==> src/rtl/axis_perf_mon_pkg.sv <==
// Shared types and arithmetic helpers for the AXI-Stream performance monitor.
// Helpers work on 64-bit values with an explicit width so any counter size can share them.
package axis_perf_mon_pkg;

  typedef enum logic [1:0] {
    StIdle  = 2'd0,
    StArmed = 2'd1,
    StRun   = 2'd2,
    StDone  = 2'd3
  } mon_state_e;

  localparam int unsigned MaxKeepWidth = 1024;
  localparam int unsigned MaxCntWidth  = 64;

  // Flag portion of a readout snapshot; counter fields follow the configured widths.
  typedef struct packed {
    logic valid;
    logic err;
    logic sat;
  } rd_flags_t;

  function automatic int unsigned popcount(input logic [MaxKeepWidth-1:0] v);
    int unsigned n;
    n = 0;
    for (int i = 0; i < MaxKeepWidth; i++) begin
      n += {31'd0, v[i]};
    end
    return n;
  endfunction

  function automatic logic [MaxCntWidth-1:0] sat_add(input logic [MaxCntWidth-1:0] a,
                                                     input logic [MaxCntWidth-1:0] b,
                                                     input int unsigned w);
    logic [MaxCntWidth-1:0] max_val;
    max_val = (w >= MaxCntWidth) ? '1 : ((64'd1 << w) - 64'd1);
    if (b > max_val - a) begin
      return max_val;
    end
    return a + b;
  endfunction

  function automatic logic [MaxCntWidth-1:0] sat_inc(input logic [MaxCntWidth-1:0] a,
                                                     input int unsigned w);
    return sat_add(a, 64'd1, w);
  endfunction

endpackage

==> src/rtl/axis_perf_mon_channel.sv <==
// One monitored stream: IDLE/ARMED/RUN/DONE control FSM plus its saturating counter set.
// Purely observes the tap signals; nothing here feeds back into the link.
module axis_perf_mon_channel
  import axis_perf_mon_pkg::*;
#(
  parameter int unsigned KEEP_WIDTH     = 64,
  parameter int unsigned CNT_WIDTH      = 32,
  parameter int unsigned BYTE_CNT_WIDTH = 48
) (
  input  logic                      clk,
  input  logic                      rst,
  input  logic                      tvalid,
  input  logic                      tready,
  input  logic                      tlast,
  input  logic [KEEP_WIDTH-1:0]     tkeep,
  input  logic                      start,
  input  logic                      stop,
  input  logic                      clear,
  input  logic [CNT_WIDTH-1:0]      window_cycles,
  output logic                      armed,
  output logic                      running,
  output logic                      done,
  output logic [CNT_WIDTH-1:0]      cycle_cnt,
  output logic [CNT_WIDTH-1:0]      beat_cnt,
  output logic [CNT_WIDTH-1:0]      pkt_cnt,
  output logic [BYTE_CNT_WIDTH-1:0] byte_cnt,
  output logic [CNT_WIDTH-1:0]      stall_cnt,
  output logic                      saturated
);

  mon_state_e                state_q, state_d;
  logic [CNT_WIDTH-1:0]      cycle_q, cycle_d;
  logic [CNT_WIDTH-1:0]      beat_q, beat_d;
  logic [CNT_WIDTH-1:0]      pkt_q, pkt_d;
  logic [CNT_WIDTH-1:0]      stall_q, stall_d;
  logic [BYTE_CNT_WIDTH-1:0] byte_q, byte_d;
  logic [CNT_WIDTH-1:0]      window_q, window_d;
  logic                      sat_q, sat_d;

  logic                    beat, stall, accumulate, zero_cnt;
  logic [MaxKeepWidth-1:0] keep_ext;
  int unsigned             keep_bytes;

  assign beat  = tvalid & tready;
  assign stall = tvalid & ~tready;

  always_comb begin
    keep_ext                 = '0;
    keep_ext[KEEP_WIDTH-1:0] = tkeep;
    keep_bytes               = popcount(keep_ext);
  end

  always_comb begin
    state_d    = state_q;
    cycle_d    = cycle_q;
    beat_d     = beat_q;
    pkt_d      = pkt_q;
    stall_d    = stall_q;
    byte_d     = byte_q;
    window_d   = window_q;
    sat_d      = sat_q;
    accumulate = 1'b0;
    zero_cnt   = 1'b0;

    // clear beats stop beats start
    if (clear) begin
      state_d  = StIdle;
      window_d = '0;
      zero_cnt = 1'b1;
    end else begin
      case (state_q)
        StIdle, StDone: begin
          if (start && !stop) begin
            state_d  = StArmed;
            window_d = window_cycles;
            zero_cnt = 1'b1;
          end
        end
        StArmed: begin
          if (stop) begin
            state_d = StIdle;
          end else if (beat) begin
            state_d    = StRun;
            accumulate = 1'b1;
          end
        end
        StRun: begin
          if (stop) begin
            state_d = StDone;
          end else begin
            accumulate = 1'b1;
          end
        end
        default: state_d = StIdle;
      endcase
    end

    if (zero_cnt) begin
      cycle_d = '0;
      beat_d  = '0;
      pkt_d   = '0;
      stall_d = '0;
      byte_d  = '0;
      sat_d   = 1'b0;
    end

    if (accumulate) begin
      cycle_d = CNT_WIDTH'(sat_inc(64'(cycle_q), CNT_WIDTH));
      if (beat) begin
        beat_d = CNT_WIDTH'(sat_inc(64'(beat_q), CNT_WIDTH));
        byte_d = BYTE_CNT_WIDTH'(sat_add(64'(byte_q), 64'(keep_bytes), BYTE_CNT_WIDTH));
        if (tlast) begin
          pkt_d = CNT_WIDTH'(sat_inc(64'(pkt_q), CNT_WIDTH));
        end
      end
      if (stall) begin
        stall_d = CNT_WIDTH'(sat_inc(64'(stall_q), CNT_WIDTH));
      end
      // A counter sitting at all-ones counts as saturated; earlier hits are already sticky.
      sat_d = sat_q | (&cycle_d) | (&beat_d) | (&pkt_d) | (&stall_d) | (&byte_d);
      if (((window_q != '0) && (cycle_d == window_q)) || (&cycle_d)) begin
        state_d = StDone;
      end
    end
  end

  always_ff @(posedge clk or posedge rst) begin
    if (rst) begin
      state_q  <= StIdle;
      cycle_q  <= '0;
      beat_q   <= '0;
      pkt_q    <= '0;
      stall_q  <= '0;
      byte_q   <= '0;
      window_q <= '0;
      sat_q    <= 1'b0;
    end else begin
      state_q  <= state_d;
      cycle_q  <= cycle_d;
      beat_q   <= beat_d;
      pkt_q    <= pkt_d;
      stall_q  <= stall_d;
      byte_q   <= byte_d;
      window_q <= window_d;
      sat_q    <= sat_d;
    end
  end

  assign armed     = (state_q == StArmed);
  assign running   = (state_q == StRun);
  assign done      = (state_q == StDone);
  assign cycle_cnt = cycle_q;
  assign beat_cnt  = beat_q;
  assign pkt_cnt   = pkt_q;
  assign stall_cnt = stall_q;
  assign byte_cnt  = byte_q;
  assign saturated = sat_q;

endmodule

==> src/rtl/axis_multi_perf_monitor.sv <==
// Passive multi-channel AXI-Stream throughput/latency monitor with a registered
// one-cycle readout snapshot of the selected channel.
module axis_multi_perf_monitor
  import axis_perf_mon_pkg::*;
#(
  parameter int unsigned NUM_CH         = 4,
  parameter int unsigned KEEP_WIDTH     = 64,
  parameter int unsigned CNT_WIDTH      = 32,
  parameter int unsigned BYTE_CNT_WIDTH = 48,
  parameter int unsigned SEL_WIDTH      = 4
) (
  input  logic                         CLK,
  input  logic                         RST,
  input  logic [NUM_CH-1:0]            mon_tvalid,
  input  logic [NUM_CH-1:0]            mon_tready,
  input  logic [NUM_CH-1:0]            mon_tlast,
  input  logic [NUM_CH*KEEP_WIDTH-1:0] mon_tkeep,
  input  logic [NUM_CH-1:0]            ctl_start,
  input  logic [NUM_CH-1:0]            ctl_stop,
  input  logic [NUM_CH-1:0]            ctl_clear,
  input  logic [CNT_WIDTH-1:0]         window_cycles,
  input  logic                         rd_req,
  input  logic [SEL_WIDTH-1:0]         rd_ch_sel,
  output logic                         rd_valid,
  output logic                         rd_err,
  output logic [CNT_WIDTH-1:0]         rd_cycle_cnt,
  output logic [CNT_WIDTH-1:0]         rd_beat_cnt,
  output logic [CNT_WIDTH-1:0]         rd_pkt_cnt,
  output logic [BYTE_CNT_WIDTH-1:0]    rd_byte_cnt,
  output logic [CNT_WIDTH-1:0]         rd_stall_cnt,
  output logic                         rd_saturated,
  output logic [NUM_CH-1:0]            ch_armed,
  output logic [NUM_CH-1:0]            ch_running,
  output logic [NUM_CH-1:0]            ch_done
);

  logic [CNT_WIDTH-1:0]      cyc_cnt   [NUM_CH];
  logic [CNT_WIDTH-1:0]      beat_cnt  [NUM_CH];
  logic [CNT_WIDTH-1:0]      pkt_cnt   [NUM_CH];
  logic [CNT_WIDTH-1:0]      stall_cnt [NUM_CH];
  logic [BYTE_CNT_WIDTH-1:0] byte_cnt  [NUM_CH];
  logic [NUM_CH-1:0]         sat;

  for (genvar g = 0; g < NUM_CH; g++) begin : gen_ch
    axis_perf_mon_channel #(
      .KEEP_WIDTH    (KEEP_WIDTH),
      .CNT_WIDTH     (CNT_WIDTH),
      .BYTE_CNT_WIDTH(BYTE_CNT_WIDTH)
    ) u_ch (
      .clk          (CLK),
      .rst          (RST),
      .tvalid       (mon_tvalid[g]),
      .tready       (mon_tready[g]),
      .tlast        (mon_tlast[g]),
      .tkeep        (mon_tkeep[g*KEEP_WIDTH +: KEEP_WIDTH]),
      .start        (ctl_start[g]),
      .stop         (ctl_stop[g]),
      .clear        (ctl_clear[g]),
      .window_cycles(window_cycles),
      .armed        (ch_armed[g]),
      .running      (ch_running[g]),
      .done         (ch_done[g]),
      .cycle_cnt    (cyc_cnt[g]),
      .beat_cnt     (beat_cnt[g]),
      .pkt_cnt      (pkt_cnt[g]),
      .byte_cnt     (byte_cnt[g]),
      .stall_cnt    (stall_cnt[g]),
      .saturated    (sat[g])
    );
  end

  rd_flags_t                 flags_d, flags_q;
  logic [CNT_WIDTH-1:0]      snap_cyc_d, snap_cyc_q;
  logic [CNT_WIDTH-1:0]      snap_beat_d, snap_beat_q;
  logic [CNT_WIDTH-1:0]      snap_pkt_d, snap_pkt_q;
  logic [CNT_WIDTH-1:0]      snap_stall_d, snap_stall_q;
  logic [BYTE_CNT_WIDTH-1:0] snap_byte_d, snap_byte_q;

  // Data fields stay zero unless a valid in-range channel is being read.
  always_comb begin
    flags_d       = '0;
    snap_cyc_d    = '0;
    snap_beat_d   = '0;
    snap_pkt_d    = '0;
    snap_stall_d  = '0;
    snap_byte_d   = '0;
    flags_d.valid = rd_req;
    if (rd_req) begin
      if (32'(rd_ch_sel) >= NUM_CH) begin
        flags_d.err = 1'b1;
      end else begin
        for (int i = 0; i < NUM_CH; i++) begin
          if (rd_ch_sel == SEL_WIDTH'(i)) begin
            snap_cyc_d   = cyc_cnt[i];
            snap_beat_d  = beat_cnt[i];
            snap_pkt_d   = pkt_cnt[i];
            snap_stall_d = stall_cnt[i];
            snap_byte_d  = byte_cnt[i];
            flags_d.sat  = sat[i];
          end
        end
      end
    end
  end

  always_ff @(posedge CLK or posedge RST) begin
    if (RST) begin
      flags_q      <= '0;
      snap_cyc_q   <= '0;
      snap_beat_q  <= '0;
      snap_pkt_q   <= '0;
      snap_stall_q <= '0;
      snap_byte_q  <= '0;
    end else begin
      flags_q      <= flags_d;
      snap_cyc_q   <= snap_cyc_d;
      snap_beat_q  <= snap_beat_d;
      snap_pkt_q   <= snap_pkt_d;
      snap_stall_q <= snap_stall_d;
      snap_byte_q  <= snap_byte_d;
    end
  end

  assign rd_valid     = flags_q.valid;
  assign rd_err       = flags_q.err;
  assign rd_saturated = flags_q.sat;
  assign rd_cycle_cnt = snap_cyc_q;
  assign rd_beat_cnt  = snap_beat_q;
  assign rd_pkt_cnt   = snap_pkt_q;
  assign rd_byte_cnt  = snap_byte_q;
  assign rd_stall_cnt = snap_stall_q;

endmodule

==> config.mk <==
export PLATFORM = sky130hd
export DESIGN_NAME = axis_multi_perf_monitor
export DESIGN_NICKNAME = d
export VERILOG_FILES = /design/src/rtl/axis_perf_mon_pkg.sv /design/src/rtl/axis_perf_mon_channel.sv /design/src/rtl/axis_multi_perf_monitor.sv
export SDC_FILE = /design/constraint.sdc
export NUM_CORES = 2
export LEC_CHECK = 0
export CAP_MARGIN = 20
export CORE_MARGIN = 1
export CORE_UTILIZATION = 26
export CTS_CLUSTER_SIZE = 12
export DETAILED_ROUTE_END_ITERATION = 16
export PLACE_DENSITY_LB_ADDON = 0.1
export SETUP_SLACK_MARGIN = 0.05
export SKIP_LAST_GASP = 1
export SLEW_MARGIN = 20
export SYNTH_ARGS = -nofsm -noshare
export SYNTH_HDL_FRONTEND = slang
export SYNTH_SLANG_ARGS = --single-unit
==> constraint.sdc <==
create_clock -name CLK -period 46.2 [get_ports CLK]
set_clock_uncertainty 0.2 [all_clocks]
set_input_delay 9.24 -clock CLK [delete_from_list [all_inputs] [get_ports CLK]]
set_output_delay 9.24 -clock CLK [all_outputs]
set_load 0.01 [all_outputs]
==> impl_metrics.json <==
{
  "ios": 510,
  "clockRootBuffer": "clkbuf_16",
  "cts_setup_buffers": 0,
  "post-route-min-period_ps": 18390,
  "antenna_found_initial": 16,
  "gr-usage-all-layers_pct": 25.71,
  "fin_area_um2": 93560,
  "synthFlopType": "dfrtp_1",
  "drive_gt1_share_pct": 5.785,
  "rsz0062_at_grt": "false",
  "finalCritPeriodShare_pct": 39.80,
  "area_delta_synth_final_pct": 17.10,
  "synth_cell_types": 99,
  "netlist_area_um2": 79900,
  "ys_seq_area_share_pct": 32.04,
  "ant_nets": 0,
  "nets": 10770,
  "rows": 203,
  "synthCells": 10070,
  "cp_max_fo": 18,
  "whs_ps": 359.0,
  "syn_nets": 10750,
  "initial_core_util_pct": 26.13,
  "drv_slew": 0,
  "ys_async_sr_fraction_pct": 100.0,
  "crit_family": "adder cells",
  "dieArea_um2": 309500,
  "fin_util_pct": 30.59,
  "dr.pass1.iters": 8,
  "drc": 0,
  "setup_slack_ps": 27810,
  "cpMaxStageDelayCell": "or4_1",
  "path_clk_slew_ps": 60,
  "vias": 83840,
  "hold_buffers": 0,
  "synth_top_area_share_pct": 32.04,
  "ys_warn_count": 0,
  "vias_per_cell": 5.859,
  "syn_avg_cell_area_um2": 7.937,
  "timing.fmax_mhz": 54.38,
  "globalplace.congestion": 0.9541,
  "yosysTopAreaCell": "dfrtp_1",
  "dieHeight_um": 556.3,
  "grt_overflow_total": 0,
  "cts_made_buffers": 146,
  "synth-seq-cells": 1023,
  "finalWirelength_mm": 411.9,
  "min_path_type": "register to register",
  "slew_headroom_pct": 16.39,
  "synth_edf_count": 0,
  "crit_path_end_kind": "register",
  "fin_setup_tns_ps": 0,
  "placed_area_um2": 88610,
  "power.density_nw_per_um2": 58.69,
  "ff2ff_setup_slack_ps": 39610,
  "setup_viol": 0,
  "cts_resized": 0,
  "status": "complete, no violations",
  "grt_pass1_vias": 79100,
  "cp.buffers_inverters": 8,
  "die_x_um": 556.3,
  "finalNonFillerCells": 14310,
  "cts_tree": "built",
  "required_ps": 46760,
  "path_common_cell": "fa_1",
  "final_hold_viol_count": 0,
  "pre_cts_ws_ps": 26920,
  "dp.cells": 14040,
  "drtIter0Drc": 9921,
  "cts_max_path_buffers": 4,
  "crit_path_max_incr_delay_ps": 780,
  "cts.sinks": 1023,
  "dpl.hpwl_mm": 307.2,
  "cp.arrival_ps": 18950,
  "portBuffers": 509,
  "core_area_um2": 305800,
  "p_leak_nw": 35.28,
  "worstMarginPinSlew_ps": 1254,
  "vdd.ir_drop.worst_mv": 0.2001,
  "ctsHtreeMaxLevel": 4,
  "grt_pass1_wl_mm": 590.9,
  "synth_area_leaders": "dfrtp_1, fa_1, a21oi_1, nor2_1, nand2_1",
  "critical_path_class": "primary input to register",
  "grt_max_degree": 127,
  "max_cap_viol_count": 0,
  "power_mw": 5.491,
  "critPathLaunchType": "primary input",
  "wl_per_cell_um": 28.79,
  "worstSkewPairLatency_ps": 860
}
path summary, 6_finish.rpt:
| kind | start | end | cells past startpoint |
|---|---|---|---|
| worst max-delay path | mon_tkeep[36] | gen_ch[0].u_ch.saturated$_DFFE_PP0P_ | 34 |
| worst min-delay path | gen_ch[3].u_ch.stall_cnt[27]$_DFF_PP0_ | gen_ch[3].u_ch.stall_cnt[27]$_DFF_PP0_ | 2 |
| worst max register to register | gen_ch[1].u_ch.state_q[0]$_DFF_PP0_ | gen_ch[1].u_ch.saturated$_DFFE_PP0P_ | 16 |
| worst min register to register | gen_ch[3].u_ch.stall_cnt[27]$_DFF_PP0_ | gen_ch[3].u_ch.stall_cnt[27]$_DFF_PP0_ | 2 |
| max in group asynchronous | RST | gen_ch[2].u_ch.byte_cnt[38]$_DFF_PP0_ | 6 |
| min in group asynchronous | RST | gen_ch[1].u_ch.pkt_cnt[8]$_DFF_PP0_ | 2 |
power breakdown:
part           switching (mW)  internal, mW
combinational            2.04          1.34
clock                   0.477         0.718
sequential             0.0137         0.904
total                    2.53          2.96
metal layers:
metal | GRT usage (%) | vias to the layer above | part of all wire [%]
met5 | 0 | - | 0.011
li1 | - | 37230 | -
met3 | 4.096 | 533 | 7.6
met4 | 7.220 | 6 | 3.0
met2 | 38.37 | 3884 | 43
met1 | 37.81 | 42200 | 47
cell families (layout without fill, tap and decap cells):
family	Yosys count	count (layout)	synth area share, %
AOI/OAI and AO/OA	2733	2733	22.34
xor gates and xnor gates	245	245	2.755
adders and majority gates	364	364	7.767
buffers and inverters	1330	1461	6.427
DFF	1023	1023	32.04
muxes	203	203	2.554
other	0	11	0
and+or+nand+nor	4169	4169	26.11
cells in the final DEF (no fill, tap or decap), drive strengths merged, types with 68 or more instances in the layout:
cell           count
a211oi            86
a21oi            812
a221oi           189
a311oi           179
a31oi            187
and2              86
and3             194
and4              96
buf              192
clkbuf           207
clkdlybuf4s50    504
dfrtp           1023
fa               220
ha               144
inv              516
mux2i            196
nand2            975
nand3            654
nand4            321
nor2             981
nor3             289
nor4             224
o211ai            74
o21ai            579
or4               68
xnor2            148
xor2              93
tightest hold or removal path, cell delays in order, from the launching register on:
cell and delay, ps:
dfrtp_1 380, nand3_1 70, o21ai_0 70
cell type report:
cell class                      instances  area, um^2
Fill cell                           32760      212300
Multi-Input combinational cell       7714       49430
Sequential cell                      1023       25600
Timing Repair Buffer                  696        6554
Tap cell                             4100        5130
Clock buffer                          207        4207
Inverter                              510        1922
Clock inverter                         48       688.2
Antenna cell                           11       27.53
Yosys cell counts (45+ instances only):
cell      instances
dfrtp_1        1023
nor2_1          981
nand2_1         973
a21oi_1         812
clkbuf_1        662
nand3_1         652
o21ai_0         566
inv_1           510
nand4_1         316
nor3_1          279
fa_1            220
nor4_1          207
mux2i_1         196
and3_1          194
a221oi_1        189
a31oi_1         187
a311oi_1        179
xnor2_1         148
ha_1            144
and4_1           96
xor2_1           93
a211oi_1         86
and2_1           84
buf_1            81
o211ai_1         74
or4_1            68
o31ai_1          62
a21o_1           60
buf_2            57
or3_1            57
a41oi_1          52
nand2b_1         45
sequential cells by signal (all words and copies together) (netlist names):
name and cells:
rd_byte_cnt 48, gen_ch.u_ch.pkt_cnt 128, gen_ch.u_ch.cycle_cnt 128, rd_stall_cnt 32, gen_ch.u_ch.beat_cnt 128, rd_valid 1
rd_err 1, gen_ch.u_ch.window_q 128, gen_ch.u_ch.stall_cnt 128, rd_beat_cnt 32, rd_pkt_cnt 32, gen_ch.u_ch.byte_cnt 192
rd_cycle_cnt 32, rd_saturated 1, gen_ch.u_ch.saturated 4, gen_ch.u_ch.state_q 8
(Power assumes the default switching activity.)
